$ cat src/rtl/alu_nbit_seq_if.sv
// Request/response bundle for alu_nbit_seq.
// The zero/neg/ovf flag signals exist only when ALU_NBIT_SEQ_FLAGS_EN is defined.
interface alu_nbit_seq_if #(
  parameter int WIDTH = 32
);
  logic             in_valid;
  logic             in_ready;
  logic [WIDTH-1:0] OP1;
  logic [WIDTH-1:0] OP2;
  logic             cin;
  logic [2:0]       opsel;
  logic             mode;
  logic             out_valid;
  logic             out_ready;
  logic [WIDTH-1:0] result;
  logic             cout;
`ifdef ALU_NBIT_SEQ_FLAGS_EN
  logic             zero;
  logic             neg;
  logic             ovf;
`endif

  modport master (
    output in_valid, OP1, OP2, cin, opsel, mode, out_ready,
    input  in_ready, out_valid, result, cout
`ifdef ALU_NBIT_SEQ_FLAGS_EN
    , input zero, neg, ovf
`endif
  );

  modport slave (
    input  in_valid, OP1, OP2, cin, opsel, mode, out_ready,
    output in_ready, out_valid, result, cout
`ifdef ALU_NBIT_SEQ_FLAGS_EN
    , output zero, neg, ovf
`endif
  );
endinterface

$ cat src/rtl/alu_nbit_seq.sv
// Slice-serial ALU: one SLICE-bit chunk per cycle, result after exactly NSLICE busy cycles.
// Optional zero/neg/ovf flags are built when ALU_NBIT_SEQ_FLAGS_EN is defined.
module alu_nbit_seq #(
  parameter int WIDTH = 32,
  parameter int SLICE = 8
) (
  input logic           clk,
  input logic           rst_n,
  alu_nbit_seq_if.slave bus
);
  localparam int NSLICE = WIDTH / SLICE;
  localparam int CW = (NSLICE > 1) ? $clog2(NSLICE) : 1;
  localparam logic [CW-1:0] LAST = CW'(NSLICE - 1);

  typedef enum logic [1:0] {IDLE, BUSY, DONE} state_t;

  state_t           state_q, state_d;
  logic [CW-1:0]    cnt_q, cnt_d;
  logic [WIDTH-1:0] op1_q, op1_d, op2_q, op2_d;
  logic [WIDTH-1:0] acc_q, acc_d, result_q, result_d;
  logic             cin_q, cin_d, mode_q, mode_d;
  logic             carry_q, carry_d, cout_q, cout_d;
  logic [2:0]       opsel_q, opsel_d;
`ifdef ALU_NBIT_SEQ_FLAGS_EN
  logic             zero_q, zero_d, neg_q, neg_d, ovf_q, ovf_d;
  logic             ovf_fin;
`endif

  logic [SLICE-1:0] a_sl [NSLICE];
  logic [SLICE-1:0] b_sl [NSLICE];
  logic [SLICE-1:0] l_sl [NSLICE];
  logic [WIDTH-1:0] logic_w;
  logic [SLICE-1:0] a_s, b_s, bb, slice_res;
  logic [SLICE:0]   sum;
  logic             c0, cy_in, arith_en, cout_fin;

  // Logic-mode word is pure wiring; it is then consumed one slice at a time.
  always_comb begin
    logic_w = '0;
    case (opsel_q)
      3'b000:  logic_w = op1_q & op2_q;
      3'b001:  logic_w = op1_q | op2_q;
      3'b010:  logic_w = op1_q ^ op2_q;
      3'b011:  logic_w = ~op1_q;
      3'b100:  logic_w = {op1_q[WIDTH-2:0], cin_q};
      3'b101:  logic_w = {cin_q, op1_q[WIDTH-1:1]};
      default: logic_w = '0;
    endcase
  end

  for (genvar gi = 0; gi < NSLICE; gi++) begin : g_slice
    assign a_sl[gi] = op1_q[gi*SLICE +: SLICE];
    assign b_sl[gi] = op2_q[gi*SLICE +: SLICE];
    assign l_sl[gi] = logic_w[gi*SLICE +: SLICE];
    assign acc_d[gi*SLICE +: SLICE] = (state_q == BUSY && cnt_q == CW'(gi)) ?
                                      slice_res : acc_q[gi*SLICE +: SLICE];
  end

  assign a_s      = a_sl[cnt_q];
  assign b_s      = b_sl[cnt_q];
  assign arith_en = !mode_q && !opsel_q[2];

  always_comb begin
    bb = '0;
    c0 = 1'b0;
    case (opsel_q[1:0])
      2'b00:   begin bb = b_s;  c0 = cin_q; end
      2'b01:   begin bb = ~b_s; c0 = 1'b1;  end
      2'b10:   begin bb = '0;   c0 = 1'b1;  end
      default: begin bb = '1;   c0 = 1'b0;  end
    endcase
    cy_in = (cnt_q == '0) ? c0 : carry_q;
    sum   = {1'b0, a_s} + {1'b0, bb} + {{SLICE{1'b0}}, cy_in};
    if (mode_q)        slice_res = l_sl[cnt_q];
    else if (arith_en) slice_res = sum[SLICE-1:0];
    else               slice_res = '0;
    cout_fin = 1'b0;
    if (arith_en)                            cout_fin = sum[SLICE];
    else if (mode_q && opsel_q == 3'b100)    cout_fin = op1_q[WIDTH-1];
    else if (mode_q && opsel_q == 3'b101)    cout_fin = op1_q[0];
  end

`ifdef ALU_NBIT_SEQ_FLAGS_EN
  // Carry into the MSB is recovered from the top bit's sum; only meaningful on the last slice.
  assign ovf_fin = arith_en && (a_s[SLICE-1] ^ bb[SLICE-1] ^ sum[SLICE-1] ^ sum[SLICE]);
`endif

  always_comb begin
    state_d  = state_q;
    cnt_d    = cnt_q;
    op1_d    = op1_q;
    op2_d    = op2_q;
    cin_d    = cin_q;
    opsel_d  = opsel_q;
    mode_d   = mode_q;
    carry_d  = carry_q;
    result_d = result_q;
    cout_d   = cout_q;
`ifdef ALU_NBIT_SEQ_FLAGS_EN
    zero_d   = zero_q;
    neg_d    = neg_q;
    ovf_d    = ovf_q;
`endif
    case (state_q)
      IDLE: begin
        if (bus.in_valid) begin
          op1_d   = bus.OP1;
          op2_d   = bus.OP2;
          cin_d   = bus.cin;
          opsel_d = bus.opsel;
          mode_d  = bus.mode;
          cnt_d   = '0;
          state_d = BUSY;
        end
      end
      BUSY: begin
        carry_d = sum[SLICE];
        cnt_d   = cnt_q + CW'(1);
        if (cnt_q == LAST) begin
          result_d = acc_d;
          cout_d   = cout_fin;
`ifdef ALU_NBIT_SEQ_FLAGS_EN
          zero_d   = (acc_d == '0);
          neg_d    = acc_d[WIDTH-1];
          ovf_d    = ovf_fin;
`endif
          cnt_d    = '0;
          state_d  = DONE;
        end
      end
      DONE: begin
        if (bus.out_ready) state_d = IDLE;
      end
      default: state_d = IDLE;
    endcase
  end

  always_ff @(posedge clk or negedge rst_n) begin
    if (!rst_n) begin
      state_q  <= IDLE;
      cnt_q    <= '0;
      op1_q    <= '0;
      op2_q    <= '0;
      cin_q    <= 1'b0;
      opsel_q  <= '0;
      mode_q   <= 1'b0;
      carry_q  <= 1'b0;
      acc_q    <= '0;
      result_q <= '0;
      cout_q   <= 1'b0;
`ifdef ALU_NBIT_SEQ_FLAGS_EN
      zero_q   <= 1'b0;
      neg_q    <= 1'b0;
      ovf_q    <= 1'b0;
`endif
    end else begin
      state_q  <= state_d;
      cnt_q    <= cnt_d;
      op1_q    <= op1_d;
      op2_q    <= op2_d;
      cin_q    <= cin_d;
      opsel_q  <= opsel_d;
      mode_q   <= mode_d;
      carry_q  <= carry_d;
      acc_q    <= acc_d;
      result_q <= result_d;
      cout_q   <= cout_d;
`ifdef ALU_NBIT_SEQ_FLAGS_EN
      zero_q   <= zero_d;
      neg_q    <= neg_d;
      ovf_q    <= ovf_d;
`endif
    end
  end

  assign bus.in_ready  = (state_q == IDLE);
  assign bus.out_valid = (state_q == DONE);
  assign bus.result    = result_q;
  assign bus.cout      = cout_q;
`ifdef ALU_NBIT_SEQ_FLAGS_EN
  assign bus.zero      = zero_q;
  assign bus.neg       = neg_q;
  assign bus.ovf       = ovf_q;
`endif
endmodule

$ cat src/flat_wrapper.sv
// flat-port wrapper written by rule: the top's interface ports become plain ports
module alu_nbit_seq_flat 
#(
  parameter int WIDTH = 32,
  parameter int SLICE = 8
)
  (clk, rst_n, bus_in_valid, bus_OP1, bus_OP2, bus_cin, bus_opsel, bus_mode, bus_out_ready, bus_in_ready, bus_out_valid, bus_result, bus_cout);
  alu_nbit_seq_if #(.WIDTH(WIDTH)) bus_i ();
  input logic clk;
  input logic rst_n;
  input wire logic [$bits(bus_i.in_valid)-1:0] bus_in_valid;
  input wire logic [$bits(bus_i.OP1)-1:0] bus_OP1;
  input wire logic [$bits(bus_i.OP2)-1:0] bus_OP2;
  input wire logic [$bits(bus_i.cin)-1:0] bus_cin;
  input wire logic [$bits(bus_i.opsel)-1:0] bus_opsel;
  input wire logic [$bits(bus_i.mode)-1:0] bus_mode;
  input wire logic [$bits(bus_i.out_ready)-1:0] bus_out_ready;
  output wire logic [$bits(bus_i.in_ready)-1:0] bus_in_ready;
  output wire logic [$bits(bus_i.out_valid)-1:0] bus_out_valid;
  output wire logic [$bits(bus_i.result)-1:0] bus_result;
  output wire logic [$bits(bus_i.cout)-1:0] bus_cout;
  assign bus_i.in_valid = bus_in_valid;
  assign bus_i.OP1 = bus_OP1;
  assign bus_i.OP2 = bus_OP2;
  assign bus_i.cin = bus_cin;
  assign bus_i.opsel = bus_opsel;
  assign bus_i.mode = bus_mode;
  assign bus_i.out_ready = bus_out_ready;
  assign bus_in_ready = bus_i.in_ready;
  assign bus_out_valid = bus_i.out_valid;
  assign bus_result = bus_i.result;
  assign bus_cout = bus_i.cout;
  alu_nbit_seq #(.WIDTH(WIDTH), .SLICE(SLICE)) u_core (.clk(clk), .rst_n(rst_n), .bus(bus_i));
endmodule
$ cat config.mk
export PLATFORM = sky130hd
export DESIGN_NAME = alu_nbit_seq_flat
export DESIGN_NICKNAME = d
export VERILOG_FILES = /design/src/rtl/alu_nbit_seq_if.sv /design/src/rtl/alu_nbit_seq.sv /design/src/flat_wrapper.sv
export SDC_FILE = /design/constraint.sdc
export NUM_CORES = 1
export LEC_CHECK = 0
export ABC_AREA = 1
export CORE_MARGIN = 4
export CORE_UTILIZATION = 40
export CTS_CLUSTER_DIAMETER = 100
export DETAILED_ROUTE_END_ITERATION = 7
export GPL_ROUTABILITY_DRIVEN = 1
export PLACE_DENSITY = 0.66
export SLEW_MARGIN = 20
export SYNTH_ARGS = -nofsm -noshare
export SYNTH_HDL_FRONTEND = slang
export SYNTH_SLANG_ARGS = --single-unit
$ cat constraint.sdc
create_clock -name clk -period 4.12 [get_ports clk]
set_input_delay 1.03 -clock clk [delete_from_list [all_inputs] [get_ports clk]]
set_output_delay 1.03 -clock clk [all_outputs]
set_load 0.01 [all_outputs]
## Word level (Yosys, flattened, before mapping)

Index checks and enable logic that the tools add are counted.

- Multiplexer cells: 29
- Eq/ne operators: 15
- Order comparisons: 1
- Divide/modulo/power cells: 0
- Shift operators: 0
- Reduce and logical (&&, ||, !) cells: 19
- Bitwise gates (word level): 6
- Add/subtract/negate cells: 3
- $mul: 0

Operator list:

| cell | count |
|---|---|
| case mux 32 bit (6 select lines) | 1 |
| two-way mux 8 bit | 12 |
| binary-select mux 8 bit (select 2 bit) | 3 |
| AND 32 bit | 1 |
| inverter 32 bit | 1 |
| OR 32 bit | 1 |
| bitwise XOR 32 bit | 1 |
| case mux 8 bit (3 select lines) | 1 |
| two-way mux 2 bit | 5 |
| adder 8 x 8 -> 9 bit | 1 |
| adder 9 x 1 -> 9 bit | 1 |
| equality test 2 bit (second input constant) | 4 |
| inverter 8 bit | 1 |
| logical AND 1 bit | 7 |
| equality test 2 x 1 -> 1 bit (second input constant) | 3 |
| equality test 3 x 2 -> 1 bit (second input constant) | 2 |
| equality test 3 bit (second input constant) | 2 |
| zero test 2 bit | 3 |
| != test 2 bit (second input constant) | 3 |
| case mux 2 bit (3 select lines) | 1 |
| AND reduction 2 bit | 3 |
| two-way mux 1 bit | 4 |
| case mux 2 bit (2 select lines) | 1 |
| equality test 3 x 1 -> 1 bit (second input constant) | 1 |
| other kinds (9) | 10 |

- Memory bits (writable): 0
- Bits in read-only memories: 0
- Register bits: 139
- Bits in latches: 0
- Output and inout bits: 35
- Memories: 0

## Logic depth before layout (Yosys ltp)

- Word-level depth: 11
- Mapped depth: 20
- Mapped depth without buffers: 18

## Worst setup path after synthesis

No wires, ideal clock.

- Path type: register to register
- Start: register u_core.cnt_q[0]
- End: register u_core.acc_q[6]
- Setup time: 119 ps
- Period minus slack after synthesis: 3,021 ps
- Buffers on the path: 2
- Path slack: 1,099 ps
- Stages on the path, launching flop included: 17
- Data arrival time: 2,902 ps
- Path through: dfrtp_1 > inv_1 > clkbuf_1 > clkbuf_1 > ha_1 > nand2_1 > o22ai_1 > fa_1 > inv_1 > fa_1 > inv_1 > nand4_1 > nand3_1 > nand2_1 > nand3_1 > nand3_1 > and2_1

- Longest elaborated chain between the ends: 11

Ends and longest elaborated chain:

| item | RTL line | source |
|---|---|---|
| from (decl) | alu_nbit_seq.sv:18 | `logic [CW-1:0] cnt_q, cnt_d;` |
| from (signal assigned) | alu_nbit_seq.sv:158 | `cnt_q <= cnt_d;` |
| inverter 2 -> 3 bit (not written as such) | alu_nbit_seq.sv:59, alu_nbit_seq.sv:60, alu_nbit_seq.sv:74 |  |
| binary-select mux 8 bit (select 2 bit) | alu_nbit_seq.sv:60 | `assign b_s = b_sl[cnt_q];` |
| two-way mux 8 bit (not written as such) (2 in a row) | alu_nbit_seq.sv:60 |  |
| inverter 8 bit | alu_nbit_seq.sv:68 | `2'b01: begin bb = ~b_s; c0 = 1'b1; end` |
| case mux 8 bit (3 select lines) | alu_nbit_seq.sv:66 | `case (opsel_q[1:0])` |
| adder 8 x 8 -> 9 bit | alu_nbit_seq.sv:73 | `sum = {1'b0, a_s} + {1'b0, bb} + {{SLICE{1'b0}}, cy_in};` |
| adder 9 x 1 -> 9 bit | alu_nbit_seq.sv:73 |  |
| two-way mux 8 bit | alu_nbit_seq.sv:75 | `else if (arith_en) slice_res = sum[SLICE-1:0];` |
| two-way mux 8 bit | alu_nbit_seq.sv:74 | `if (mode_q) slice_res = l_sl[cnt_q];` |
| two-way mux 8 bit * | alu_nbit_seq.sv:55 | `assign acc_d[gi*SLICE +: SLICE] = (state_q == BUSY && cnt_q == CW'(gi)) ?` |
| named net u_core.acc_d[6] | alu_nbit_seq.sv:20 | `logic [WIDTH-1:0] acc_q, acc_d, result_q, result_d;` |
| to (signal assigned) | alu_nbit_seq.sv:148 | `acc_q <= '0;` |
| to (signal assigned) | alu_nbit_seq.sv:165 | `acc_q <= acc_d;` |
| to (decl) | alu_nbit_seq.sv:20 |  |

Mark *: on every way through the listed nets, which the timed path passes. The rest lies on a longest branch. The select of a mux whose other input is x is not followed.
A chain may end at the register's enable or synchronous reset.

## Final worst setup path

- Start: register u_core.cnt_q[1]
- End: register u_core.acc_q[22]

The elaborated chain is that of the path after synthesis.

==> metrics.md <==
| Metric | Value |
|---|---|
| Status | complete, no violations |
| DR WL/cell | 17.2 um |
| Syn Area/Cell | 7.03 um^2 |
| Max Transition Viols Final | 0 |
| Final setup vio count | 0 |
| Crit Path Class | register to register |
| Die outline area | 25,500 um^2 |
| PnR worst setup slack | 1.10 ns |
| HP Start | u_core.bus.result[8]$_DFFE_PN0P_ |
| RSZ-0062 raised after global routing | no |
| Synth Net Count | 1,465 |
| First-pass DRT Iterations | 6 |
| Chip width | 160 um |
| CP Capture Type | register |
| Antenna Cells | 0 |
| Largest net degree at the start of global routing | 81 |
| Final WL | 29,000 um |
| Top-count cell post-synth | nand2_1 |
| Post-synth cell types | 34 |
| Worst hold path depth | 2 |
| Slew margin rel. | 42.9% |
| Reg2reg start | u_core.cnt_q[1]$_DFFE_PN0P_ |
| Setup Fix Bufs, Post-CTS | 0 |
| R2R cell count | 13 |
| R2R Setup Slk | 1.10 ns |
| Mapped cell area | 9210 um^2 |
| Max Freq | 0.332 GHz |
| Antenna-violating nets left | 0 |
| Worst IR Drop VDD | 0.000485 V |
| Die Y | 160 um |
| GR Layer Usage met2 | 35.0% |
| Area Overhead vs Synth | 20.2% |
| CTS root buffer | clkbuf_16 |
| #FFs+latches synth | 131 |
| Actual slew at the worst max-slew pin | 0.856 ns |
| Hold EP | u_core.bus.result[8]$_DFFE_PN0P_ |
| Max Cap Viol | 0 |
| Core area | 22,600 um^2 |
| First-pass GRT wire length | 46,000 um |
| Post-synth EDFFs | 0 |
| Power Density | 891 nW/um^2 |
| Critical path peak fanout | 13 |
| GR peak layer | met2 |
| Crit-path max cell delay | 0.42 ns |
| Vias per cell | 5.24 |
| Cts hold-fix bufs | 0 |
| Worst path arrival time | 3.34 ns |
| Main synth FF type | dfrtp_1 |
| Total grt overflow | 0 |
| Global placer's final weighted congestion | 1.01 |
| Worst hold-check path type | register to register |
| Final period utilization | 73.2% |
| Vias in the first global route | 8,150 |
| Clock skew | 0.0109 ns |
| DP Wirelength | 20,700 um |
| H-tree depth | 4 |
| CTS resizes | 0 |
| Share of layout cells above drive strength 1 | 7.02% |
| RR Endpoint | u_core.acc_q[22]$_DFF_PN0_ |
| CTS Buffer Depth | 2 |
| Power after layout | 9850 uW |
| Placement row count | 55 |
| IO Pins | 108 |
| Starting density of the core | 40.7% |
| Worst skew pair latency | 0.44 ns |
| Final Core Density | 48.9% |
| Ys Warns | 0 |
| Leakage | 0.00567 uW |
| CTS Buf Count | 17 |
| GR Layer Usage met3 | 3.72% |
| DR iter-0 viols | 916 |
| Hold_ws | 0.480 ns |
| CTS tree | built |
| Crit-path slowest cell | fa_1 |
| Met1 Usage GRT | 32.7% |
| Leading area contributor after synthesis | dfrtp_1 |
| Most frequent CP cell | nand3_1 |
| Critical Path Start Type | register |
| Initial antenna violation count | 0 |
| DR vias | 8,814 |
| Post-synth top area share | 35.6% |
| Post-synth ARST share | 100% |
| DRC | 0 |
| Sequential element share of the synthesized area | 35.6% |
| CP Data Required Time | 4.45 ns |
| Mapped Cells | 1,309 |
| Setup TNS | 0 ns |
| # clock sinks | 131 |
| Total track usage | 22.6% |
| Leading post-synthesis cells by cell area | dfrtp_1, nand2_1, ha_1 |
| Port Buffers | 107 |
| Final hold viol count | 0 |
| Nets | 1,539 |
| Post-layout min period | 3.02 ns |
| Clk slew on worst S/H paths | 0.07 ns |
| Synth top cells by count | nand2_1, nand3_1, nor2_1 |
| Critical-path cell list | clkinv_1, ha_1, o22ai_1, fa_1, inv_1, fa_1, inv_1, nand4_1, nand3_1, nand2_1, nand3_1, nand3_1, and2_1 |
| Place WS | 1.17 ns |
-- sequential cells by signal (all words and copies together), names as in the netlist --
signal             flops
u_core.bus.result     32
u_core.state_q         2
u_core.cin_q           1
u_core.op1_q          32
u_core.op2_q          32
u_core.mode_q          1
u_core.carry_q         1
u_core.cnt_q           2
u_core.bus.cout        1
u_core.opsel_q         3
u_core.acc_q          24
-- per-stage QoR --
stage                     instances  area, um^2
after floorplan                1309        9210
after global placement         1649       10500
after detailed placement       1649       10500
after CTS                      1681       11100
after global routing           1681       11100
final                          1681       11100
-- per-layer routing --
layer	vias up	wire, um	share of wire (%)
met3	52	1850	6.4
met2	311	13000	45
met4	0	626	2.2
li1	4326	-	-
met5	-	0	0
met1	4125	13600	47
-- cells by family after synthesis --
kind of cell / Yosys count / synth area share (%)
AO/OA/AOI/OAI: 172 / 9.53
adder cells (fa/ha/maj): 83 / 11.4
buffers and inverters: 201 / 9.03
flip-flops: 131 / 35.6
multiplexers: 2 / 0.245
AND/OR/NAND/NOR: 720 / 34.1
-- layout by cell type (no fill, tap or decap), drive strengths merged, types with 2 or more instances in the layout --
cell	netlist	layout
fa	2	2
nor2	171	171
inv	129	138
and2	24	24
clkinv	1	6
nand4	2	2
clkbuf	27	17
buf	44	20
o21ai	52	52
nand3b	10	10
or2	27	27
a21oi	113	113
clkdlybuf4s50	0	106
nand2	306	306
mux2	2	2
dfrtp	131	131
nand3	179	179
ha	81	81
-- worst max-delay path, delay by kind of cell (launching register included) --
kind,cells,cell delay [ns]
adders and majority gates,3,1.03
and+or+nand+nor,6,0.75
buffers and inverters,3,0.52
DFF,1,0.35
AOI/OAI and AO/OA,1,0.26
-- area by class of cell --
type	count	area (um^2)
clock buffer	17	425
inverter	130	488
multi-input combinational	977	5100
tap	285	357
fill	2322	11600
sequential	131	3280
timing repair buffer	126	1250
clock inverter	15	163
-- worst max-delay path by stage --
stage                             startpoint                           endpoint  slack [ns]  cells past startpoint
3_5_place_dp   u_core.opsel_q[1]$_DFFE_PN0P_  u_core.bus.result[16]$_DFFE_PN0P_        1.17                     16
6_report         u_core.cnt_q[1]$_DFFE_PN0P_         u_core.acc_q[22]$_DFF_PN0_        1.10                     13
2_1_floorplan    u_core.cnt_q[0]$_DFFE_PN0P_          u_core.acc_q[6]$_DFF_PN0_        1.10                     16
4_1_cts          u_core.cnt_q[1]$_DFFE_PN0P_         u_core.acc_q[14]$_DFF_PN0_        1.16                     13
5_1_grt          u_core.cnt_q[0]$_DFFE_PN0P_         u_core.acc_q[11]$_DFF_PN0_        0.87                     12
3_3_place_gp     u_core.cnt_q[0]$_DFFE_PN0P_          u_core.acc_q[3]$_DFF_PN0_        1.21                     12
-- power by group --
group          internal [uW]  switching [uW]
logic                   2100            3820
registers               1910             504
clock network            811             710
total                   4820            5030
Note: power is estimated with default switching activity, not from simulation.
